[config.mk]
export PLATFORM = sky130hd
export DESIGN_NAME = pwm_ratio_gen
export DESIGN_NICKNAME = d
export VERILOG_FILES = /design/src/rtl/pwm_pkg.sv /design/src/rtl/pwm_prescaler.sv /design/src/rtl/pwm_ratio_gen.sv
export SDC_FILE = /design/constraint.sdc
export NUM_CORES = 1
export LEC_CHECK = 0
export BUFFER_PORTS_ARGS = -buffer_cell sky130_fd_sc_hd__buf_2
export CAP_MARGIN = 20
export CORE_UTILIZATION = 29
export DETAILED_ROUTE_END_ITERATION = 10
export GPL_TIMING_DRIVEN = 0
export MAX_ROUTING_LAYER = met4
export PLACE_DENSITY = 0.56
export SLEW_MARGIN = 20
export SYNTH_ARGS = -nofsm -noshare
export SYNTH_HDL_FRONTEND = slang
export SYNTH_HIERARCHICAL = 1
export SYNTH_SLANG_ARGS = --single-unit
[constraint.sdc]
create_clock -name clock -period 3.1 [get_ports clock]
set_clock_uncertainty 0.1 [all_clocks]
set_input_delay 0.62 -clock clock [delete_from_list [all_inputs] [get_ports clock]]
set_output_delay 0.62 -clock clock [all_outputs]
set_load 0.02 [all_outputs]
[src/rtl/pwm_pkg.sv]
// rtl/pwm_pkg.sv - state encoding and period constants shared by the pwm_ratio_gen slice
package pwm_pkg;

  typedef enum logic [1:0] {
    IDLE = 2'd0,
    RUN  = 2'd1,
    DEAD = 2'd2
  } pwm_state_t;

  localparam logic [7:0] PERIOD_MAX   = 8'd254;
  localparam int         DEAD_PERIODS = 1;

endpackage

[src/rtl/pwm_prescaler.sv]
// rtl/pwm_prescaler.sv - emits one tick every prescale+1 clocks while run is high
module pwm_prescaler (
  input  logic       clock,
  input  logic       reset_n,
  input  logic [7:0] prescale,
  input  logic       run,
  output logic       tick
);

  logic [7:0] count;

  assign tick = run && (count == prescale);

  always_ff @(posedge clock or negedge reset_n) begin
    if (!reset_n) begin
      count <= 8'd0;
    end else if (!run || tick) begin
      count <= 8'd0;
    end else begin
      count <= count + 8'd1;
    end
  end

endmodule

[src/rtl/pwm_ratio_gen.sv]
// rtl/pwm_ratio_gen.sv - 255-tick PWM with boundary-synchronised ratio/direction updates
// Define PWM_DEADTIME_EN to insert a dead period on direction reversal.
module pwm_ratio_gen
  import pwm_pkg::*;
(
  input  logic       clock,
  input  logic       reset_n,
  input  logic       pwm_enable,
  input  logic       pwm_update,
  input  logic [7:0] pwm_ratio,
  input  logic       pwm_direction,
  input  logic [7:0] prescale,
  output logic       pwm_done,
  output logic       pwm_out,
  output logic       dir_out
);

  pwm_state_t state;
  logic [7:0] prescale_q;
  logic [7:0] period_count;
  logic [7:0] active_ratio;
  logic [7:0] pending_ratio;
  logic       pending_dir;
  logic       pending_valid;
  logic       run;
  logic       tick;
  logic       boundary;
  logic       has_load;
  logic [7:0] load_ratio;
  logic       load_dir;

`ifdef PWM_DEADTIME_EN
  localparam logic [1:0] DEAD_LAST = 2'(DEAD_PERIODS - 1);
  logic       dead_dir;
  logic [1:0] dead_count;
`endif

  // Counters only move while enabled and out of IDLE, so they sit at 0 otherwise.
  assign run      = pwm_enable && (state != IDLE);
  assign boundary = tick && (period_count == PERIOD_MAX);

  pwm_prescaler u_prescaler (
    .clock    (clock),
    .reset_n  (reset_n),
    .prescale (prescale_q),
    .run      (run),
    .tick     (tick)
  );

  // A same-cycle update bypasses the pending registers.
  always_comb begin
    has_load   = pwm_update || pending_valid;
    load_ratio = pwm_update ? pwm_ratio     : pending_ratio;
    load_dir   = pwm_update ? pwm_direction : pending_dir;
  end

  always_ff @(posedge clock or negedge reset_n) begin
    if (!reset_n) begin
      state         <= IDLE;
      prescale_q    <= 8'd0;
      period_count  <= 8'd0;
      active_ratio  <= 8'd0;
      pending_ratio <= 8'd0;
      pending_dir   <= 1'b0;
      pending_valid <= 1'b0;
      pwm_out       <= 1'b0;
      dir_out       <= 1'b0;
      pwm_done      <= 1'b0;
`ifdef PWM_DEADTIME_EN
      dead_dir      <= 1'b0;
      dead_count    <= 2'd0;
`endif
    end else begin
      pwm_done <= 1'b0;
      if (!pwm_enable) begin
        state         <= IDLE;
        period_count  <= 8'd0;
        active_ratio  <= 8'd0;
        pending_valid <= 1'b0;
        pwm_out       <= 1'b0;
`ifdef PWM_DEADTIME_EN
        dead_count    <= 2'd0;
`endif
      end else if (state == IDLE) begin
        state        <= RUN;
        prescale_q   <= prescale;
        period_count <= 8'd0;
        pwm_out      <= 1'b0;
      end else begin
        pwm_out <= (state == RUN) && (period_count < active_ratio);
        if (pwm_update) begin
          pending_ratio <= pwm_ratio;
          pending_dir   <= pwm_direction;
          pending_valid <= 1'b1;
        end
        if (tick) begin
          period_count <= boundary ? 8'd0 : period_count + 8'd1;
        end
        if (boundary) begin
          prescale_q <= prescale;
`ifdef PWM_DEADTIME_EN
          if (state == DEAD) begin
            // Leaving DEAD applies anything queued meanwhile, silently.
            if (dead_count == DEAD_LAST) begin
              state      <= RUN;
              dead_count <= 2'd0;
              if (has_load) begin
                active_ratio  <= load_ratio;
                dir_out       <= load_dir;
                pending_valid <= 1'b0;
              end else begin
                dir_out <= dead_dir;
              end
            end else begin
              dead_count <= dead_count + 2'd1;
            end
          end else if (has_load) begin
            active_ratio  <= load_ratio;
            pwm_done      <= 1'b1;
            pending_valid <= 1'b0;
            if (load_dir != dir_out) begin
              state      <= DEAD;
              dead_dir   <= load_dir;
              dead_count <= 2'd0;
            end else begin
              dir_out <= load_dir;
            end
          end
`else
          if (has_load) begin
            active_ratio  <= load_ratio;
            dir_out       <= load_dir;
            pwm_done      <= 1'b1;
            pending_valid <= 1'b0;
          end
`endif
        end
      end
    end
  end

endmodule

==> results.toml, run 1 <==
[power_and_ir_drop]
ir_worst_vdd_mv = 0.231
power_density_nw_per_um2 = 422
total_power_mw = 1.25
p_leak_nw = 1.22

[logic_synthesis]
synthDistinctLibCells = 41
synth_top_area_share = 0.445
yosys.area_share.simple = 0.172
synthArstFlopShare = 1.00
yosysSeqAreaShare = 0.445
synth_top_family_by_area = "simple AND/OR/NAND/NOR gates"
synth_edf_count = 0
ys_ff_latch = 46
yosys.area_share.adder = 0.0484
synth_compound_area_frac = 0.134
synthFlopType = "dfrtp_1"
syn_area_per_cell_um2 = 10.5
synth.largest_area_cell = "dfrtp_1"
synthXorXnorAreaFrac = 0.0464
synthTopCellsByArea = "dfrtp_1, mux2_2, o211ai_1"
syn_inst = 246
yosys_warnings = 6
synth_fp_nets = 277
syn_area_um2 = 2590
muxShareOfSynthArea = 0.114

[grt]
track_usage = 0.128
antenna_found_initial = 0
grt_max_degree = 47
grt_pass1_wl_um = 8930
overflow = 0
grt_pass1_vias = 1897

[routing]
remaining_drc_errors = 0
post_drt_wl_per_cell_um = 14.0
vias = 1940
route.final.wire_length_um = 5380
vias_per_cell = 5.05
drtIter0Drc = 83
ant_nets = 0
first_pass_iters = 4

[cts]
cts.root.buffer_cell = "clkbuf_8"
ctsHoldBuffers = 0
clk_latency_ps = 300
cts_tree = "built"
cts_buffers = 5
path_clk_slew_ps = 90
cts_htree_levels = 2
cts_buffer_depth = 2
cts.sinks = 46

[worst_setup_path]
slowest_delay_ps = 520
critPathCaptureType = "flop"
cpMostUsedCell = "o211ai_1"
slowest_stage = "nor4_4"
crit_chain = "xor2_1 -> nor4_4 -> and3_1 -> buf_2 -> nand4_2 -> clkbuf_1 -> o211ai_1 -> o211ai_1"
cp-start-kind = "flop"
path_class = "reg -> reg"
cp.required_ps = 3170
arrival_ps = 2920
cp_max_fo = 10

[cells_and_area]
final_common_cell = "dfrtp_1"
nNetsFinal = 306
area_growth_pct = 14.3
final_layout_size_suffix_gt1_frac = 0.225
layout_common_cells = "dfrtp_1, nand2_1, buf_2"
antenna_cells = 0
nFillCells = 907

[sta]
maxSlewHeadroom = 0.604
min_period_ps = 2840
setup_viol = 0
finalCritPeriodShare = 0.917
fmax_mhz = 352
fin_setup_tns_ps = 0
hold_viol = 0
drv_slew = 0
rsz0062_at_grt = "false"
worst_slew_pin_slew_ps = 594

[min_path]
hold_class = "in -> async"

[die]
num_io_pins = 24
start_util = 0.298
rows = 34
die-area_um2 = 9300
dieWidth_um = 96.4
die_h_um = 96.4
core_um2 = 8680

[place]
gp_congestion = 0.807
io_buffers = 22
dp_hpwl_um = 3770

[job]
drv_cap = 0

[outcome]
status = "complete, no violations"
[worst max-delay path: cells and delay by family, from the launching register on]
family                 cells  cell delay, ps
buffers and inverters      2             540
AO/OA/AOI/OAI              2             360
flip-flops                 1             470
AND/OR/NAND/NOR            3            1040
XOR/XNOR                   1             200
[power by group]
part / switching (mW) / internal (mW) / total [mW]
combinational: 0.0830 / 0.0778 / 0.161
sequential: 0.0319 / 0.641 / 0.673
clock: 0.209 / 0.205 / 0.414
total: 0.324 / 0.923 / 1.25
[path summary, 6_finish.rpt]
kind | startpoint | endpoint | slack [ps] | depth (start not counted)
max | u_prescaler/count[4]$_DFF_PN0_ | prescale_q[3]$_DFFE_PN0P_ | 260 | 8
min | reset_n | u_prescaler/count[7]$_DFF_PN0_ | 210 | 1
max reg2reg | u_prescaler/count[4]$_DFF_PN0_ | prescale_q[3]$_DFFE_PN0P_ | 260 | 8
min reg2reg | dir_out$_DFFE_PN0P_ | dir_out$_DFFE_PN0P_ | 400 | 1
max in group asynchronous | reset_n | active_ratio[2]$_DFFE_PN0P_ | 2280 | 1
min in group clock | dir_out$_DFFE_PN0P_ | dir_out$_DFFE_PN0P_ | 400 | 1
[per-layer routing]
layer / up-vias / routed length (µm) / global-route usage
li1: 948 / - / -
met2: 25 / 2590 / 0.200
met3: 4 / 126 / 0.0243
met1: 963 / 2600 / 0.167
met5: - / 0 / -
met4: 0 / 61 / 0.0417
[cells by family (layout without fill, tap and decap cells)]
logic type	Yosys count	in the layout
xor gates and xnor gates	12	12
muxes	27	27
adders and majority gates	10	10
DFF	46	46
buffers and inverters	24	54
AOI/OAI and AO/OA	49	49
and+or+nand+nor	78	78
[through the flow]
| stage | worst slack [ps] | util | instance area (µm²) | hold WS, ps | cells |
|---|---|---|---|---|---|
| floorplan | 532 | - | 2590 | 224 | 246 |
| global placement | 74.6 | 0.326 | 2830 | 374 | 376 |
| detailed placement | 95.9 | 0.326 | 2830 | 384 | 376 |
| CTS | 56.0 | 0.338 | 2940 | 408 | 384 |
| global route | 77.2 | 0.341 | 2960 | 264 | 384 |
| finish | 257 | 0.341 | 2960 | 210 | 384 |
[flip-flops by register name (all words and copies together), names as in the netlist, 8 cells and up]
register,count
active_ratio,8
u_prescaler/count,8
period_count,8
prescale_q,8
pending_ratio,8
[cell usage after synthesis, drive strengths merged (4+ instances only)]
| cell type | n |
|---|---|
| a211oi | 5 |
| o21ai | 6 |
| nor2 | 4 |
| o211ai | 19 |
| nand3 | 8 |
| inv | 12 |
| or3 | 5 |
| mux2 | 19 |
| dfrtp | 46 |
| mux2i | 8 |
| a31oi | 4 |
| nand4 | 4 |
| buf | 5 |
| clkbuf | 7 |
| nand2 | 34 |
| xor2 | 11 |
| a21oi | 4 |
| ha | 10 |
| nand2b | 12 |
[final cells by class]
type                            instances  area, µm²  area share
Clock buffer                            7       96.3      0.0326
Sequential cell                        46       1150       0.389
Multi-Input combinational cell        176       1350       0.456
Buffer                                 12       60.1      0.0203
Timing Repair Buffer                   22        113      0.0381
Tap cell                              108        135      0.0457
Inverter                               12       45.0      0.0152
Clock inverter                          1       8.76     0.00296
[timing repair]
action	4_1_cts	5_1_grt
buffers inserted	0	0
setup endpoints to repair	0	19
gates resized for setup	0	2
(Power assumes the default switching activity.)
==> run 2, diff against run 1 <==
--- a/config.mk
+++ b/config.mk
@@ -5,13 +5,13 @@
 export SDC_FILE = /design/constraint.sdc
 export NUM_CORES = 1
 export LEC_CHECK = 0
-export BUFFER_PORTS_ARGS = -buffer_cell sky130_fd_sc_hd__buf_2
 export CAP_MARGIN = 20
 export CORE_UTILIZATION = 29
 export DETAILED_ROUTE_END_ITERATION = 10
+export DONT_BUFFER_PORTS = 1
 export GPL_TIMING_DRIVEN = 0
 export MAX_ROUTING_LAYER = met4
-export PLACE_DENSITY = 0.56
+export PLACE_DENSITY = 0.54
 export SLEW_MARGIN = 20
 export SYNTH_ARGS = -nofsm -noshare
 export SYNTH_HDL_FRONTEND = slang
==> results.toml, run 2 (same netlist as run 1, synthesis figures left out) <==
[sta]
maxSlewHeadroom = 0.656
fin_setup_tns_ps = 0
drv_slew = 0
min_period_ps = 2830
fmax_mhz = 353
finalCritPeriodShare = 0.913
setup_viol = 0
hold_viol = 0
rsz0062_at_grt = "false"
worst_slew_pin_slew_ps = 512

[worst_setup_path]
crit_chain = "xor2_1 -> nor4_4 -> and3_1 -> buf_2 -> nand4_2 -> nor4_2 -> mux2_1"
crit_buf_inv = 1
slowest_delay_ps = 530
rr_startpoint = "u_prescaler/count[5]$_DFF_PN0_"
arrival_ps = 2920
cp.depth = 7
reg2regPathDepth = 7
cp.required_ps = 3190
path_class = "reg -> reg"
crit_family = "simple AND/OR/NAND/NOR gates"
cp_max_fo = 10
critPathLaunch = "u_prescaler/count[5]$_DFF_PN0_"
slowest_stage = "nor4_4"
critPathCaptureType = "flop"
cp-start-kind = "flop"

[grt]
overflow = 0
antenna_found_initial = 0
grt_pass1_wl_um = 9240
grt_max_degree = 47
grt_pass1_vias = 1857
track_usage = 0.134

[die]
start_util = 0.298
dieWidth_um = 96.4
die-area_um2 = 9300
rows = 34
core_um2 = 8680
num_io_pins = 24
die_h_um = 96.4

[routing]
met1_length_um = 2600
vias_per_cell = 5.09
remaining_drc_errors = 0
drtIter0Drc = 69
top_layer = "met4"
route.final.wire_length_um = 5500
first_pass_iters = 4
met2_length_um = 2650
post_drt_wl_per_cell_um = 15.1
vias = 1853
wl_met3_um = 162
ant_nets = 0

[job]
drv_cap = 0

[cells_and_area]
post-route-util = 0.333
area_growth_pct = 11.6
layout_common_cells = "dfrtp_1, nand2_1, o211ai_1"
antenna_cells = 0
finalInstanceArea_um2 = 2890
final_layout_size_suffix_gt1_frac = 0.164
final_common_cell = "dfrtp_1"
nNetsFinal = 286

[cts]
cts_buffers = 5
cts_htree_levels = 2
path_clk_slew_ps = 100
clk_latency_ps = 310
cts_buffer_depth = 2
cts_tree = "built"
cts.root.buffer_cell = "clkbuf_8"
cts.sinks = 46

[place]
placed_area_um2 = 2720
dp_hpwl_um = 3860
gp_congestion = 0.814
io_buffers = 0

[power_and_ir_drop]
power_density_nw_per_um2 = 447
p_leak_nw = 1.15
ir_worst_vdd_mv = 0.284
total_power_mw = 1.29

[outcome]
status = "complete, no violations"

[min_path]
hold_class = "in -> async"
-- run 2: worst paths after layout --
kind / slack [ps] / end
max: 270 / dir_out$_DFFE_PN0P_
min: 30 / u_prescaler/count[6]$_DFF_PN0_
max reg2reg: 270 / dir_out$_DFFE_PN0P_
min reg2reg: 410 / pending_ratio[0]$_DFFE_PN0P_
max in group asynchronous: 2630 / pending_ratio[1]$_DFFE_PN0P_
min in group clock: 350 / pending_ratio[5]$_DFFE_PN0P_
-- run 2: area by class of cell --
cell class / instances / area [µm²]
Sequential cell: 46 / 1150
Timing Repair Buffer: 2 / 35.0
Multi-Input combinational cell: 176 / 1350
Inverter: 12 / 45.0
Clock buffer: 5 / 68.8
Tap cell: 108 / 135
Buffer: 12 / 60.1
Clock inverter: 3 / 43.8
Fill cell: 925 / 5790
-- run 2: power breakdown --
| group | total (mW) | internal, mW | leakage (nW) | switching [mW] |
|---|---|---|---|---|
| Combinational | 0.153 | 0.0740 | 0.490 | 0.0787 |
| Sequential | 0.673 | 0.641 | 0.600 | 0.0319 |
| Clock | 0.464 | 0.242 | 0.0585 | 0.222 |
-- run 2: routing by layer --
metal / track usage / vias up
li1: - / 908
met1: 0.177 / 901
met2: 0.203 / 36
met3: 0.0313 / 8
met4: 0.0417 / 0
met5: - / -
-- run 2: stage by stage --
step	instances	setup slack [ps]	hold slack, ps
3_3_place_gp	354	-3.27	225
6_report	364	271	34.2
3_5_place_dp	354	4.19	225
2_1_floorplan	246	532	224
4_1_cts	363	4.74	58.2
5_1_grt	364	36.0	52.4
-- run 2: repair_timing --
action | 4_1_cts | 5_1_grt
hold endpoints to repair | 46 | 0
setup buffers | 0 | 1
gates resized for setup | 1 | 1
hold buffers | 1 | 0
endpoints found under the setup margin | 1 | 18
pin swaps | 0 | 1
==> run 3, diff against run 2 <==
--- a/config.mk
+++ b/config.mk
@@ -9,9 +9,11 @@
 export CORE_UTILIZATION = 29
 export DETAILED_ROUTE_END_ITERATION = 10
 export DONT_BUFFER_PORTS = 1
+export GPL_ROUTABILITY_DRIVEN = 0
 export GPL_TIMING_DRIVEN = 0
 export MAX_ROUTING_LAYER = met4
 export PLACE_DENSITY = 0.54
+export SETUP_SLACK_MARGIN = 0.3
 export SLEW_MARGIN = 20
 export SYNTH_ARGS = -nofsm -noshare
 export SYNTH_HDL_FRONTEND = slang
==> results.toml, run 3 (same netlist as run 1, synthesis figures left out) <==
[outcome]
status = "complete, no violations"

[cts]
cts.root.buffer_cell = "clkbuf_8"
cts_buffer_depth = 2
cts_buffers = 5
cts.sinks = 46
cts_tree = "built"
clk_latency_ps = 300
path_clk_slew_ps = 90
cts_htree_levels = 2

[cells_and_area]
nNetsFinal = 287
post-route-util = 0.333
final_common_cell = "dfrtp_1"
final_layout_size_suffix_gt1_frac = 0.167
area_growth_pct = 11.9
nFillCells = 926
layout_common_cells = "dfrtp_1, nand2_1, o211ai_1"
antenna_cells = 0

[grt]
grtUsageMet1 = 0.177
track_usage = 0.135
overflow = 0
grt_pass1_vias = 1876
met3_usage = 0.0313
grt.busiest_layer = "met2"
grt_use_met2 = 0.207
grt_max_degree = 47
antenna_found_initial = 0
grt_pass1_wl_um = 9350

[die]
num_io_pins = 24
rows = 34
start_util = 0.298
core_um2 = 8680
die_h_um = 96.4
dieWidth_um = 96.4
die-area_um2 = 9300

[worst_setup_path]
cp.required_ps = 3190
slowest_stage = "dfrtp_1"
slowest_delay_ps = 430
crit_buf_inv = 1
arrival_ps = 2690
crit_family = "simple AND/OR/NAND/NOR gates"
cp-start-kind = "flop"
cp_max_fo = 10
critPathCaptureType = "flop"
crit_chain = "xor2_1 -> nor4_4 -> and3_1 -> buf_2 -> nand4_2 -> nor4_2 -> mux2_1"
path_class = "reg -> reg"

[sta]
fin_setup_tns_ps = 0
hold_viol = 0
finalCritPeriodShare = 0.840
rsz0062_at_grt = "false"
worst_slew_pin_slew_ps = 491
min_period_ps = 2600
drv_slew = 0
fmax_mhz = 384
maxSlewHeadroom = 0.673
setup_ws_ps = 497
hold-worst-slack_ps = 38.0
setup_viol = 0

[power_and_ir_drop]
p_leak_nw = 1.15
seqPwrFrac = 0.521
ir_worst_vdd_mv = 0.284
total_power_mw = 1.29
p_int_mw = 0.958
p_switching_mw = 0.333
clkPwrFrac = 0.358
sw_frac_of_total = 0.258
share_comb_of_total_power = 0.121
power_density_nw_per_um2 = 446

[place]
dp_slack_ps = 4.19
io_buffers = 0
dp_hpwl_um = 3860

[routing]
drtIter0Drc = 74
remaining_drc_errors = 0
vias = 1864
route.final.wire_length_um = 5570
post_drt_wl_per_cell_um = 15.2
ant_nets = 0
first_pass_iters = 4
vias_per_cell = 5.11

[job]
drv_cap = 0

[min_path]
hold_class = "in -> async"
==> run 3: cell count changes in the layout (fill, tap and decap cells not counted), sizes merged <==
cell / before / now
buf: 7 / 8
==> run 3: repair_timing <==
| action | CTS | global route |
|---|---|---|
| gates resized for setup | 2 | 0 |
| setup endpoints to repair | 22 | 0 |
| hold buffers | 1 | 0 |
| buffers inserted | 2 | 0 |
| hold endpoints to repair | 46 | 0 |
==> run 3: area by class of cell <==
class / instances / area (µm²) / area share
well taps: 108 / 135 / 0.0467
repair buffers: 3 / 42.5 / 0.0147
plain buffers: 12 / 60.1 / 0.0208
inverters: 12 / 45.0 / 0.0156
flip-flops and latches: 46 / 1150 / 0.398
multi-input cells: 176 / 1350 / 0.466
clock inverters: 3 / 43.8 / 0.0151
clock buffers: 5 / 68.8 / 0.0238
==> run 3: per-layer routing <==
metal	part of all wire	vias to the layer above
met2	0.48	41
met1	0.47	907
li1	-	907
met4	0.015	0
met3	0.035	9
met5	0	-
==> run 3: final timing paths <==
| path | from | end | slack [ps] | depth (start not counted) |
|---|---|---|---|---|
| min | reset_n | u_prescaler/count[6]$_DFF_PN0_ | 40 | 1 |
| max | prescale_q[1]$_DFFE_PN0P_ | dir_out$_DFFE_PN0P_ | 500 | 7 |
| max reg2reg | prescale_q[1]$_DFFE_PN0P_ | dir_out$_DFFE_PN0P_ | 500 | 7 |
| max in group asynchronous | reset_n | pending_ratio[1]$_DFFE_PN0P_ | 2620 | 1 |
| min in group clock | pwm_ratio[5] | pending_ratio[5]$_DFFE_PN0P_ | 350 | 1 |
| min reg2reg | pending_ratio[0]$_DFFE_PN0P_ | pending_ratio[0]$_DFFE_PN0P_ | 410 | 1 |
==> run 3: power by group through the flow <==
| stage | Combinational [mW] | Sequential [mW] | Clock [mW] |
|---|---|---|---|
| floorplan | 0.109 | 0.676 | 0 |
| global placement | 0.125 | 0.683 | 0 |
| detailed placement | 0.129 | 0.686 | 0 |
| CTS | 0.158 | 0.673 | 0.475 |
| global route | 0.177 | 0.679 | 0.500 |
| finish | 0.156 | 0.673 | 0.462 |
==> run 3: stage by stage <==
| stage | std cells | area (µm²) |
|---|---|---|
| final | 365 | 2890 |
| after global routing | 365 | 2890 |
| after CTS | 365 | 2890 |
| after detailed placement | 354 | 2720 |
| after global placement | 354 | 2720 |
| after floorplan | 246 | 2590 |
